### src/rtl/ahb_lite_manager.sv
// AHB-Lite manager: converts a valid/ready request stream into pipelined single
// transfers, with two-cycle ERROR handling that cancels and reissues the pending address.
module ahb_lite_manager #(
    parameter int unsigned PA_BITS = 34,
    parameter int unsigned AHBW    = 64
) (
    input  logic                  HCLK,
    input  logic                  HRESETn,
    input  logic                  ReqValid,
    output logic                  ReqReady,
    input  logic [PA_BITS-1:0]    ReqAddr,
    input  logic                  ReqWrite,
    input  logic [2:0]            ReqSize,
    input  logic [AHBW-1:0]       ReqWData,
    input  logic [(AHBW/8)-1:0]   ReqStrb,
    output logic                  RspValid,
    output logic [AHBW-1:0]       RspData,
    output logic                  RspErr,
    output logic [PA_BITS-1:0]    HADDR,
    output logic                  HWRITE,
    output logic [2:0]            HSIZE,
    output logic [2:0]            HBURST,
    output logic [3:0]            HPROT,
    output logic [1:0]            HTRANS,
    output logic                  HMASTLOCK,
    output logic [AHBW-1:0]       HWDATA,
    output logic [(AHBW/8)-1:0]   HWSTRB,
    input  logic [AHBW-1:0]       HRDATA,
    input  logic                  HREADY,
    input  logic                  HRESP
);

    localparam int unsigned STRB_W        = AHBW / 8;
    localparam logic [1:0]  HTRANS_IDLE   = 2'b00;
    localparam logic [1:0]  HTRANS_NONSEQ = 2'b10;

    // Address-phase register
    logic                avld_q, avld_d;
    logic [PA_BITS-1:0]  a_addr_q, a_addr_d;
    logic                a_write_q, a_write_d;
    logic [2:0]          a_size_q, a_size_d;
    logic [AHBW-1:0]     a_wdata_q, a_wdata_d;
    logic [STRB_W-1:0]   a_strb_q, a_strb_d;
    // Data-phase register
    logic                dvld_q, dvld_d;
    logic                d_write_q, d_write_d;
    logic [AHBW-1:0]     d_wdata_q, d_wdata_d;
    logic [STRB_W-1:0]   d_strb_q, d_strb_d;
    // Error cancel, bus transfer type and response
    logic                err_cancel_q, err_cancel_d;
    logic [1:0]          htrans_q, htrans_d;
    logic                rsp_valid_q, rsp_valid_d;
    logic [AHBW-1:0]     rsp_data_q, rsp_data_d;
    logic                rsp_err_q, rsp_err_d;

    logic req_ready;
    logic a_done;
    logic d_done;

    assign req_ready = ~avld_q | (HREADY & ~err_cancel_q);
    assign a_done    = avld_q & ~err_cancel_q & HREADY;
    assign d_done    = dvld_q & HREADY;

    // Next-state logic for both pipeline stages, error cancel and response
    always_comb begin
        avld_d       = avld_q;
        a_addr_d     = a_addr_q;
        a_write_d    = a_write_q;
        a_size_d     = a_size_q;
        a_wdata_d    = a_wdata_q;
        a_strb_d     = a_strb_q;
        dvld_d       = dvld_q;
        d_write_d    = d_write_q;
        d_wdata_d    = d_wdata_q;
        d_strb_d     = d_strb_q;
        err_cancel_d = err_cancel_q;
        rsp_valid_d  = d_done;
        rsp_data_d   = '0;
        rsp_err_d    = d_done & HRESP;

        if (ReqValid && req_ready) begin
            avld_d    = 1'b1;
            a_addr_d  = ReqAddr;
            a_write_d = ReqWrite;
            a_size_d  = ReqSize;
            a_wdata_d = ReqWData;
            a_strb_d  = ReqStrb;
        end else if (req_ready) begin
            avld_d = 1'b0;
        end

        if (a_done) begin
            dvld_d    = 1'b1;
            d_write_d = a_write_q;
            d_wdata_d = a_wdata_q;
            d_strb_d  = a_strb_q;
        end else if (HREADY) begin
            dvld_d = 1'b0;
        end

        // First ERROR cycle cancels the pending address; the ready edge ends it
        if (err_cancel_q && HREADY) begin
            err_cancel_d = 1'b0;
        end else if (dvld_q && HRESP && !HREADY) begin
            err_cancel_d = 1'b1;
        end

        if (d_done && !d_write_q) begin
            rsp_data_d = HRDATA;
        end

        htrans_d = (avld_d && !err_cancel_d) ? HTRANS_NONSEQ : HTRANS_IDLE;
    end

    always_ff @(posedge HCLK or negedge HRESETn) begin
        if (!HRESETn) begin
            avld_q       <= 1'b0;
            a_addr_q     <= '0;
            a_write_q    <= 1'b0;
            a_size_q     <= 3'b000;
            a_wdata_q    <= '0;
            a_strb_q     <= '0;
            dvld_q       <= 1'b0;
            d_write_q    <= 1'b0;
            d_wdata_q    <= '0;
            d_strb_q     <= '0;
            err_cancel_q <= 1'b0;
            htrans_q     <= HTRANS_IDLE;
            rsp_valid_q  <= 1'b0;
            rsp_data_q   <= '0;
            rsp_err_q    <= 1'b0;
        end else begin
            avld_q       <= avld_d;
            a_addr_q     <= a_addr_d;
            a_write_q    <= a_write_d;
            a_size_q     <= a_size_d;
            a_wdata_q    <= a_wdata_d;
            a_strb_q     <= a_strb_d;
            dvld_q       <= dvld_d;
            d_write_q    <= d_write_d;
            d_wdata_q    <= d_wdata_d;
            d_strb_q     <= d_strb_d;
            err_cancel_q <= err_cancel_d;
            htrans_q     <= htrans_d;
            rsp_valid_q  <= rsp_valid_d;
            rsp_data_q   <= rsp_data_d;
            rsp_err_q    <= rsp_err_d;
        end
    end

    assign ReqReady  = req_ready;
    assign RspValid  = rsp_valid_q;
    assign RspData   = rsp_data_q;
    assign RspErr    = rsp_err_q;
    assign HADDR     = a_addr_q;
    assign HWRITE    = a_write_q;
    assign HSIZE     = a_size_q;
    assign HBURST    = 3'b000;
    assign HPROT     = 4'b0011;
    assign HTRANS    = htrans_q;
    assign HMASTLOCK = 1'b0;
    assign HWDATA    = d_wdata_q;
    assign HWSTRB    = d_strb_q;

endmodule

### config.mk
export PLATFORM = sky130hd
export DESIGN_NAME = ahb_lite_manager
export DESIGN_NICKNAME = d
export VERILOG_FILES = /design/src/rtl/ahb_lite_manager.sv
export SDC_FILE = /design/constraint.sdc
export NUM_CORES = 1
export LEC_CHECK = 0
export CAP_MARGIN = 15
export CORE_MARGIN = 2
export CORE_UTILIZATION = 24
export CTS_CLUSTER_SIZE = 40
export DETAILED_ROUTE_END_ITERATION = 10
export GPL_ROUTABILITY_DRIVEN = 1
export GPL_TIMING_DRIVEN = 0
export PLACE_DENSITY = 0.59
export SLEW_MARGIN = 20
export SYNTH_ARGS = -nofsm -noshare
export SYNTH_HDL_FRONTEND = slang
export SYNTH_SLANG_ARGS = --single-unit
### constraint.sdc
create_clock -name HCLK -period 2.1 [get_ports HCLK]
set_input_delay 0.42 -clock HCLK [delete_from_list [all_inputs] [get_ports HCLK]]
set_output_delay 0.42 -clock HCLK [all_outputs]
set_load 0.05 [all_outputs]
Word level (Yosys, flattened, before mapping):

Index checks and enable logic that the tools add are counted.

* register bits after elaboration: 254
* input port bits: 179
* output and inout bits: 187
* logic and storage cells: 41

* muxes and demuxes: 8
* bitwise logic cells: 8
* reduce and logical (&&, ||, !) cells: 10

Operators with widths (count)
* $mux W64: 1
* $logic_and A1 B1 Y1: 6
* $mux W1: 6
* $and A1 B1 Y1: 5
* $logic_not A1 Y1: 3
* $mux W2: 1
* $not A1 Y1: 2
* $reduce_bool A2 Y1: 1
* $or A1 B1 Y1: 1

Depth between registers and ports, before layout:

* depth after elaboration: 7
* depth in mapped cells: 5

Least setup slack after synthesis:

OpenSTA, ideal clock, no wires.

* path kind: register -> register
* from: register err_cancel_q
* to: register a_addr_q[0], in the netlist HADDR[0]
* library setup time: 125 ps
* arrival: 1353 ps
* data required time: 1975 ps
* slack: 621 ps
* cell stages (with the launch flop): 6
* period minus slack after synthesis: 1479 ps
* path through: dfrtp_1 nand2b_2 a21oi_4 buf_12 buf_12 mux2_4

* longest elaborated chain between the ends: 4

RTL lines
* from (decl): RTL line 50 `logic err_cancel_q, err_cancel_d;`
* from (signal assigned): RTL line 143 `err_cancel_q <= err_cancel_d;`
* $not A1 Y1: RTL line 60 `assign req_ready = ~avld_q | (HREADY & ~err_cancel_q);`
* $and A1 B1 Y1: RTL line 60
* $or A1 B1 Y1: RTL line 60
* $logic_and A1 B1 Y1: RTL line 81 `if (ReqValid && req_ready) begin`
* to (signal assigned): RTL line 134 `a_addr_q <= a_addr_d;`
* to (decl): RTL line 39 `logic [PA_BITS-1:0] a_addr_q, a_addr_d;`

No other way between the ends.
A chain may end at the register's enable or synchronous reset.

Worst setup path after layout:

* from: register err_cancel_q
* to: output ReqReady

* longest elaborated chain between the ends: 3

RTL lines
* $not A1 Y1: RTL line 60
* $and A1 B1 Y1: RTL line 60
* $or A1 B1 Y1: RTL line 60
* to (decl): RTL line 10 `output logic ReqReady,`

No other way between the ends.

==> run summary <==
Post-layout util - 0.372
CTS clock-pin slew for the worst setup and hold paths - 0.06 ns
Status - completed
Startpoint Class - flip-flop
Vias in the first global route - 6337
Hold WC Path Type - in2reg
Area taken by multi-input logic gates - 2950 sq um
RSZ-0062 raised after global routing - false
Worst Hold Depth - 2
GRT overflow - 0
Final worst-path cycle share - 0.949
Final Hold Fails - 0
Crit Path Class - reg2out
Post-Layout Cell Count - 1496
Minimum clock period - 1.99 ns
HPWL after DPL - 17.7 mm
Cell area after synthesis - 9660 sq um
Synthesis Warnings - 0
Pwr Density - 1170 nW/um^2
Max clock buf depth - 3
Final ANT Viol Nets - 0
IO buf count - 356
Pre-antenna DRT Iters - 3
First-pass GRT wire length - 37.7 mm
Nets - 1128
Synth top area cells - dfrtp_1, mux2_4, mux2_2, and2_1, buf_12
Synth-to-layout area growth - 53.0%
Worst-skew pair later-pin latency - 0.56 ns
Core box area - 39700 sq um
Share of cells above drive strength 1 - 0.275
Ys flop type - dfrtp_1
Hold Crit Endpoint - RspData[57]$_DFF_PN0_
Top post-synthesis cells by count - dfrtp_1, mux2_4, mux2_2, and2_1, buf_12
Slew headroom - 0.568
Crit-path max FO - 3
Core Rows - 73
Power consumption - 17300 uW
Vias per cell - 3.88
Vias after detailed routing - 5803
Top-count cell post-synth - dfrtp_1
Initial antenna violation count - 3
Max-cap violation count - 0
DP Area - 14000 sq um
Num Clock Sinks - 253
Chip width - 205 um
Final clock skew - 0.0152 ns
Setup violations, final - 0
CP arrival - 1.57 ns
Mapped Cells - 552
Hold_ws - 0.411 ns
Largest area contributor in the netlist - dfrtp_1
Wire length per cell - 16.5 um
Placed cells - 1442
Worst-Margin Slew - 0.648 ns
Worst Reg-to-Reg Cells - 4
TritonCTS Buffers - 29
Count of cell types in the netlist - 20
Die height - 205 um
Die ar. - 41900 sq um
Reg2Reg Launch Point - dvld_q$_DFFE_PN0P_
Yosys reg bits - 253
R2r setup slk - 0.41 ns
Placer Congestion - 0.732
GR Util All Layers - 0.117
Area fraction of the dominant cell type after synthesis - 0.656
Post-route cell area - 14800 sq um
Remaining DRCs - 0
Syn Area/Cell - 17.5 sq um
Initial DRC Count - 198
FILL cells - 3864
Routed Wire Length - 24.7 mm
Sequential Area - 6330 sq um
# IOs - 366
TritonCTS clock tree - yes
Htree depth - 1
CP required - 1.68 ns
CTS root buf - clkbuf_16
Post-synthesis sequential area ratio - 0.656
Maximum vdd drop - 0.000624 V
Final max-slew violation count - 0
FMAX - 502 MHz
Hold Crit Start - HRDATA[57]
Initial Utilization - 0.243
Capture point of the worst reg-to-reg path - RspData[13]$_DFF_PN0_
Largest net degree at the start of global routing - 95
Leakage dissipation - 0.00700 uW
Critical Path Sink Type - output pin
EDFF count, synth - 0
Ys async rst share - 1.00
-- where the power goes --
part | total (uW) | internal (uW) | leakage [uW] | switching (uW)
Sequential | 6320 | 5860 | 0.00309 | 454
Clock | 5330 | 3290 | 0.000501 | 2030
Combinational | 5710 | 2060 | 0.00341 | 3650
Total | 17300 | 11200 | 0.00700 | 6140
-- registers in the layout, summed over array words and instances, names as in the netlist, 3 cells and up --
name and flops:
HADDR 34, HWSTRB 8, RspData 64, HSIZE 3
HWDATA 64, a_strb_q 8, a_wdata_q 64
-- metal layers --
layer | GRT usage | vias to the layer above | wire [um]
met5 | 0 | - | 22
met4 | 0.0339 | 4 | 481
met3 | 0.0525 | 36 | 2760
met2 | 0.184 | 263 | 11100
met1 | 0.144 | 2840 | 10300
li1 | - | 2660 | -
-- metrics by stage --
| step | TNS (ns) | setup WS, ns |
|---|---|---|
| global placement | -2730.45 | -10.67 |
| global route | 0 | 0.0198 |
| floorplan | 0 | 0.621 |
| detailed placement | -39.84 | -0.556 |
| CTS | 0 | 0.0220 |
| finish | 0 | 0.107 |
-- layout make-up --
type,instances,area share
Tap cell,525,0.0445
Antenna cell,1,0.000169
Inverter,3,0.000762
Buffer,35,0.0268
Multi-Input combinational cell,268,0.200
Sequential cell,253,0.429
Clock buffer,41,0.0576
Clock inverter,11,0.0112
Timing Repair Buffer,359,0.231
-- critical path: stages, from the launching register on --
cell	delay (ns)
dfrtp_1	0.40
nand2b_2	0.21
nand2_1	0.14
clkbuf_4	0.26
-- cells in the final DEF (no fill, tap or decap), types with 9 or more instances in the layout --
master / netlist / routed
and2_1: 63 / 63
buf_12: 11 / 11
buf_4: 10 / 10
clkbuf_1: 6 / 10
clkbuf_16: 0 / 29
clkdlybuf4s50_1: 0 / 177
conb_1: 2 / 9
dfrtp_1: 253 / 253
dlygate4sd2_1: 0 / 177
mux2_2: 83 / 83
mux2_4: 100 / 100
-- how the worst max path moves through the flow --
stage / startpoint / endpoint / slack [ns]
6_report: err_cancel_q$_DFF_PN0_ / ReqReady / 0.11
3_3_place_gp: HRESETn / RspData[26]$_DFF_PN0_ / -10.67
2_1_floorplan: err_cancel_q$_DFF_PN0_ / HADDR[0]$_DFFE_PN0P_ / 0.62
5_1_grt: err_cancel_q$_DFF_PN0_ / ReqReady / 0.02
3_5_place_dp: HREADY / RspData[13]$_DFF_PN0_ / -0.56
4_1_cts: err_cancel_q$_DFF_PN0_ / ReqReady / 0.02
-- repair_timing --
item                       in CTS  in global routing
setup endpoints to repair     178                 17
hold buffers                    1                  0
buffers inserted                0                  0
hold endpoints to repair       80                  0
gates resized for setup       182                  2
-- logic make-up after synthesis --
group | count (synthesis) | share of synthesized area
simple gates | 72 | 0.0459
flops | 253 | 0.656
mux | 183 | 0.252
buf+inv | 38 | 0.0421
compound gates | 4 | 0.00324
other cells | 2 | 0.000778
Power figures use the tool's default switching activity.
